<file path="src/rtl/apb_cmd_master.sv">
// apb_cmd_master: valid/ready command FIFO (depth 2) feeding an APB4 master with a response register.
// Define APB_TIMEOUT_EN to abort ACCESS phases that see pready=0 for TIMEOUT_CYC cycles.
module apb_cmd_master #(
   parameter int ADDR_W      = 12,
   parameter int DATA_W      = 32,
   parameter int TIMEOUT_CYC = 255
) (
   input  logic                clk,
   input  logic                reset,
   input  logic                cmd_valid,
   output logic                cmd_ready,
   input  logic                cmd_write,
   input  logic [ADDR_W-1:0]   cmd_addr,
   input  logic [DATA_W-1:0]   cmd_wdata,
   input  logic [DATA_W/8-1:0] cmd_strb,
   output logic                rsp_valid,
   input  logic                rsp_ready,
   output logic [DATA_W-1:0]   rsp_rdata,
   output logic                rsp_err,
   output logic                psel,
   output logic                penable,
   output logic                pwrite,
   output logic [ADDR_W-1:0]   paddr,
   output logic [DATA_W-1:0]   pwdata,
   output logic [DATA_W/8-1:0] pstrb,
   input  logic                pready,
   input  logic                pslverr,
   input  logic [DATA_W-1:0]   prdata
);
   localparam int STRB_W = DATA_W / 8;

   localparam logic [1:0] ST_IDLE   = 2'd0;
   localparam logic [1:0] ST_SETUP  = 2'd1;
   localparam logic [1:0] ST_ACCESS = 2'd2;

   logic              r_fifo_write [0:1];
   logic [ADDR_W-1:0] r_fifo_addr  [0:1];
   logic [DATA_W-1:0] r_fifo_wdata [0:1];
   logic [STRB_W-1:0] r_fifo_strb  [0:1];
   logic              r_wr_ptr;
   logic              r_rd_ptr;
   logic [1:0]        r_count;

   logic [1:0]        r_state;
   logic              r_psel;
   logic              r_penable;
   logic              r_pwrite;
   logic [ADDR_W-1:0] r_paddr;
   logic [DATA_W-1:0] r_pwdata;
   logic [STRB_W-1:0] r_pstrb;

   logic              r_rsp_valid;
   logic [DATA_W-1:0] r_rsp_rdata;
   logic              r_rsp_err;

   logic              w_push;
   logic              w_pop;
   logic              w_complete;
   logic              w_timeout;
   logic              w_end;

   assign cmd_ready  = !reset && (r_count != 2'd2);
   assign w_push     = cmd_valid && cmd_ready;
   // A transfer starts only when its response will have somewhere to land.
   assign w_pop      = (r_state == ST_IDLE) && (r_count != 2'd0) && (!r_rsp_valid || rsp_ready);
   assign w_complete = (r_state == ST_ACCESS) && pready;
   assign w_end      = w_complete || w_timeout;

`ifdef APB_TIMEOUT_EN
   localparam logic [15:0] TO_LAST = 16'(TIMEOUT_CYC - 1);
   logic [15:0] r_tcnt;

   always_ff @(posedge clk) begin
      if (reset || (r_state != ST_ACCESS)) begin
         r_tcnt <= '0;
      end else if (!pready) begin
         r_tcnt <= r_tcnt + 16'd1;
      end
   end

   assign w_timeout = (r_state == ST_ACCESS) && !pready && (r_tcnt == TO_LAST);
`else
   assign w_timeout = 1'b0;
`endif

   always_ff @(posedge clk) begin
      if (w_push) begin
         r_fifo_write[r_wr_ptr] <= cmd_write;
         r_fifo_addr[r_wr_ptr]  <= cmd_addr;
         r_fifo_wdata[r_wr_ptr] <= cmd_wdata;
         r_fifo_strb[r_wr_ptr]  <= cmd_strb;
      end
   end

   always_ff @(posedge clk) begin
      if (reset) begin
         r_wr_ptr <= 1'b0;
         r_rd_ptr <= 1'b0;
         r_count  <= 2'd0;
      end else begin
         if (w_push) r_wr_ptr <= ~r_wr_ptr;
         if (w_pop)  r_rd_ptr <= ~r_rd_ptr;
         case ({w_push, w_pop})
            2'b10:   r_count <= r_count + 2'd1;
            2'b01:   r_count <= r_count - 2'd1;
            default: r_count <= r_count;
         endcase
      end
   end

   always_ff @(posedge clk) begin
      if (reset) begin
         r_state   <= ST_IDLE;
         r_psel    <= 1'b0;
         r_penable <= 1'b0;
         r_pwrite  <= 1'b0;
         r_paddr   <= '0;
         r_pwdata  <= '0;
         r_pstrb   <= '0;
      end else begin
         case (r_state)
            ST_IDLE: begin
               if (w_pop) begin
                  r_psel    <= 1'b1;
                  r_penable <= 1'b0;
                  r_pwrite  <= r_fifo_write[r_rd_ptr];
                  r_paddr   <= r_fifo_addr[r_rd_ptr];
                  r_pwdata  <= r_fifo_write[r_rd_ptr] ? r_fifo_wdata[r_rd_ptr] : '0;
                  r_pstrb   <= r_fifo_write[r_rd_ptr] ? r_fifo_strb[r_rd_ptr] : '0;
                  r_state   <= ST_SETUP;
               end
            end
            ST_SETUP: begin
               r_penable <= 1'b1;
               r_state   <= ST_ACCESS;
            end
            ST_ACCESS: begin
               if (w_end) begin
                  r_psel    <= 1'b0;
                  r_penable <= 1'b0;
                  r_state   <= ST_IDLE;
               end
            end
            default: begin
               r_psel    <= 1'b0;
               r_penable <= 1'b0;
               r_state   <= ST_IDLE;
            end
         endcase
      end
   end

   // A timeout reports an error with zero data; a real completion reports the slave's status.
   always_ff @(posedge clk) begin
      if (reset) begin
         r_rsp_valid <= 1'b0;
         r_rsp_rdata <= '0;
         r_rsp_err   <= 1'b0;
      end else if (w_end) begin
         r_rsp_valid <= 1'b1;
         r_rsp_rdata <= (w_complete && !r_pwrite) ? prdata : '0;
         r_rsp_err   <= w_complete ? pslverr : 1'b1;
      end else if (r_rsp_valid && rsp_ready) begin
         r_rsp_valid <= 1'b0;
      end
   end

   assign psel      = r_psel;
   assign penable   = r_penable;
   assign pwrite    = r_pwrite;
   assign paddr     = r_paddr;
   assign pwdata    = r_pwdata;
   assign pstrb     = r_pstrb;
   assign rsp_valid = r_rsp_valid;
   assign rsp_rdata = r_rsp_rdata;
   assign rsp_err   = r_rsp_err;
endmodule

</file>
<file path="config.mk">
export PLATFORM = sky130hd
export DESIGN_NAME = apb_cmd_master
export DESIGN_NICKNAME = d
export VERILOG_FILES = /design/src/rtl/apb_cmd_master.sv
export SDC_FILE = /design/constraint.sdc
export NUM_CORES = 1
export LEC_CHECK = 0
export BUFFER_PORTS_ARGS = -buffer_cell sky130_fd_sc_hd__buf_2
export CORE_UTILIZATION = 57
export CTS_CLUSTER_DIAMETER = 40
export CTS_CLUSTER_SIZE = 8
export DETAILED_ROUTE_END_ITERATION = 10
export GPL_TIMING_DRIVEN = 0
export PLACE_DENSITY = 0.84
export SETUP_SLACK_MARGIN = 0.05
export SYNTH_ARGS = -nofsm -noshare
export SYNTH_HDL_FRONTEND = slang
export SYNTH_SLANG_ARGS = --single-unit
</file>
<file path="constraint.sdc">
create_clock -name clk -period 9.3 [get_ports clk]
set_input_delay 0.465 -clock clk [delete_from_list [all_inputs] [get_ports clk]]
set_output_delay 0.465 -clock clk [all_outputs]
set_load 0.01 [all_outputs]
</file>
==> results.py <==
metrics = {
    "synthesis": {
        "synth_flop_cell": "edfxtp_1",
        "post_synthesis_sequential_area_ratio_pct": 67.3,
        "synth_largest_type_area_fraction_pct": 41.6,
        "synth_area_per_cell_um2": 12.4,
        "syn-num-nets": 660,
        "synthDistinctLibCells": 30,
        "yosysMostFrequentCell": "edfxtp_1",
        "synth-edff-count": 98,
        "yosysTopAreaCell": "edfxtp_1",
        "total_of_warnings_raised_by_yosys": 0,
        "asyncSetResetFlopFracSynth_pct": 0,
        "ys_top_cells_by_area": "edfxtp_1 42%, dfxtp_1 26%, mux2_2 8.1%",
        "syn-instance-count": 572,
        "postSynthRegisterBits": 189,
        "synth_area_um2": 7080,
        "netlist_top_cells_count": "98 x edfxtp_1, 91 x dfxtp_1, 72 x nand2_1",
    },
    "clock_network": {
        "holdBufCountCts": 0,
        "clk_lat_worst_skew_ns": 0.43,
        "cts-root-buf": "clkbuf_16",
        "postCtsResizedCells": 0,
        "cts-buffers-inserted": 17,
        "ctsHtreeMaxLevel": 4,
        "clk_path_buf_depth": 2,
        "tritoncts": "yes",
        "postCtsSetupRepairBufs": 0,
        "reg_clk_slew_reported_paths_ns": 0.07,
        "count_of_clock_tree_sinks": 189,
    },
    "floorplan": {
        "io_pins": 173,
        "initial_utilization_pct": 58.7,
        "chip_width_um": 113,
        "die_y_um": 113,
        "core-area_um2": 12100,
        "die_area_um2": 12900,
        "row_count": 40,
    },
    "critical_path": {
        "critical_path.reg2reg.startpoint": "r_state[1]",
        "timing_worst_setup_path_type": "register to register",
        "cp_slowest_cell": "dfxtp_1",
        "critPathMaxFanout": 6,
        "r2r_end": "r_count[1]",
        "crit_path_start_kind": "register",
        "reg2reg_slack_ns": 7.03,
        "start_point_of_the_critical_path": "r_state[1]",
        "worstPathArrival_ns": 2.62,
        "critical_path.most_common_cell": "or3_1",
        "cp.required_ns": 9.66,
        "critical_path.cell_chain": "or2_1 > clkbuf_1 > or3_1 > buf_2 > inv_1 > ha_1 > or3_1 > a21oi_1",
        "crit_family": "simple AND/OR/NAND/NOR gates",
        "reg2reg_depth": 8,
        "worst-path-buf-inv": 3,
        "worst_stage_delay_on_the_critical_path_ns": 0.37,
        "critPathCaptureType": "register",
    },
    "finish": {
        "layout.cells.non_filler": 953,
        "layout.core_utilization_pct": 73.0,
        "layout-drive-gt1-share_pct": 34.8,
        "antenna_cells": 0,
        "syn_to_final_growth_pct": 24.5,
        "finalNetCount": 860,
        "stdcell_area_um2": 8810,
    },
    "sta": {
        "slew_viol_final": 0,
        "postLayoutSetupSlackWorst_ns": 7.03,
        "fmax_mhz": 441,
        "setup-tns-final_ns": 0,
        "grt_setup_unrepaired": "false",
        "finalHoldWorstSlack_ns": 0.218,
        "timing.clock.skew_ns": 0.00690,
        "post-route-min-period_ns": 2.27,
        "setup_viol": 0,
        "worstMarginPinSlew_ns": 0.632,
        "fin_crit_sh_pct": 24.4,
        "hold_viol": 0,
        "timing.slew.headroom_pct": 57.5,
    },
    "pwr": {
        "pd_cells_nw_per_um2": 277,
        "power_total_mw": 2.44,
        "vdd_drop_max_mv": 0.154,
        "p_leak_nw": 3.41,
    },
    "detailed_routing": {
        "drc_errors": 0,
        "wl_per_cell_um": 17.0,
        "routed_wirelength_um": 16200,
        "met2_wirelength_um": 8090,
        "highest_layer": "met4",
        "dr.pass1.iters": 5,
        "count_of_antenna_violating_nets_left_after_detailed_routing": 0,
        "via_per_inst": 5.55,
        "drt_first_iter_violations": 295,
        "detailroute.wirelength.met3_um": 1170,
        "wirelength_met1_um": 6560,
        "vias": 5286,
    },
    "outcome": {
        "status": "finished, final reports clean",
    },
    "global_routing": {
        "grt_max_degree": 30,
        "number_of_global_route_vias_before_repair": 5157,
        "antenna_found_initial": 0,
        "global_route.overflow_total": 0,
        "global_route.usage.total_pct": 26.2,
        "grt_pass1_wl_um": 25200,
    },
    "placement": {
        "portBuffers": 172,
        "detailed_place.area_um2": 8240,
        "hpwl_um": 11500,
        "place_inst": 921,
        "pre_cts_ws_ns": 6.72,
        "globalplace.congestion": 0.869,
    },
    "flow_run": {
        "timing.max_cap.violations": 0,
    },
    "worst_hold_path": {
        "hold-path-cell-count": 1,
        "timing.hold.worst_endpoint": "r_fifo_addr[1][4]",
        "min_path_type": "primary input to register",
        "hold_start": "cmd_addr[4]",
    },
}
==> where the power goes <==
part / switching (mW) / internal (mW) / total (mW) / leakage [nW]
Combinational: 0.403 / 0.271 / 0.675 / 1.50
Clock: 0.303 / 0.397 / 0.700 / 0.274
Sequential: 0.0600 / 1.00 / 1.06 / 1.64
==> how the worst max path moves through the flow <==
stage / slack (ns) / cells past startpoint / to
2_1_floorplan: 3.26 / 2 / r_fifo_addr[0][0]
3_3_place_gp: 0.52 / 3 / r_fifo_strb[0][3]
3_5_place_dp: 6.72 / 7 / r_fifo_wdata[0][17]
4_1_cts: 7.01 / 8 / r_count[1]
5_1_grt: 6.93 / 8 / r_count[1]
6_report: 7.03 / 8 / r_count[1]
==> logic make-up (layout without fill, tap and decap cells) <==
| family | after synthesis | after routing | synth area share (%) |
|---|---|---|---|
| xor gates and xnor gates | 2 | 2 | 0.248 |
| AOI/OAI and AO/OA | 123 | 123 | 11.1 |
| muxes | 52 | 52 | 8.26 |
| buffers and inverters | 68 | 281 | 4.12 |
| DFF | 189 | 189 | 67.3 |
| and+or+nand+nor | 137 | 137 | 8.79 |
| adders and majority gates | 1 | 1 | 0.177 |
==> metal layers <==
metal | GRT usage (%) | vias to the layer above
li1 | - | 2516
met1 | 30.7 | 2511
met2 | 44.7 | 228
met3 | 7.12 | 31
met4 | 13.0 | 0
met5 | 0 | -
==> layout by cell type (no fill, tap or decap), types with 2 or more instances in the layout <==
| cell type | n |
|---|---|
| clkbuf_16 | 17 |
| clkbuf_1 | 40 |
| nand2_1 | 72 |
| inv_1 | 17 |
| edfxtp_1 | 98 |
| buf_2 | 177 |
| a211oi_1 | 13 |
| buf_6 | 4 |
| o21ai_1 | 29 |
| a21oi_1 | 35 |
| mux2_2 | 51 |
| clkinvlp_4 | 3 |
| or3_1 | 2 |
| clkinv_4 | 2 |
| nor4_1 | 13 |
| bufinv_16 | 2 |
| o311ai_0 | 36 |
| nand3_1 | 32 |
| nor2b_1 | 3 |
| nor2_1 | 8 |
| buf_4 | 8 |
| buf_1 | 4 |
| dfxtp_1 | 91 |
| clkinv_2 | 3 |
| o21ai_0 | 9 |
| inv_6 | 3 |
==> area by class of cell <==
cell class,instances,area (µm²)
flip-flops and latches,189,4760
well taps,168,210
fillers,810,3250
inverters,17,63.8
plain buffers,51,228
multi-input cells,315,2030
repair buffers,181,941
clock inverters,13,141
clock buffers,19,433
==> state kept, by name, indices dropped and copies added (netlist names), named ones only <==
signal,flops
rsp_err,1
rsp_valid,1
pstrb,4
paddr,12
r_rd_ptr,1
r_wr_ptr,1
r_fifo_wdata,64
r_state,2
rsp_rdata,32
pwdata,32
psel,1
r_fifo_strb,8
pwrite,1
r_fifo_addr,24
r_fifo_write,2
r_count,2
==> worst reg2reg max path, cell delays in order, from the launching register on <==
cell,delay (ns)
dfxtp_1,0.37
or2_1,0.24
clkbuf_1,0.20
or3_1,0.34
buf_2,0.17
inv_1,0.11
ha_1,0.27
or3_1,0.35
a21oi_1,0.15
Note: power is estimated with default switching activity, not from simulation.
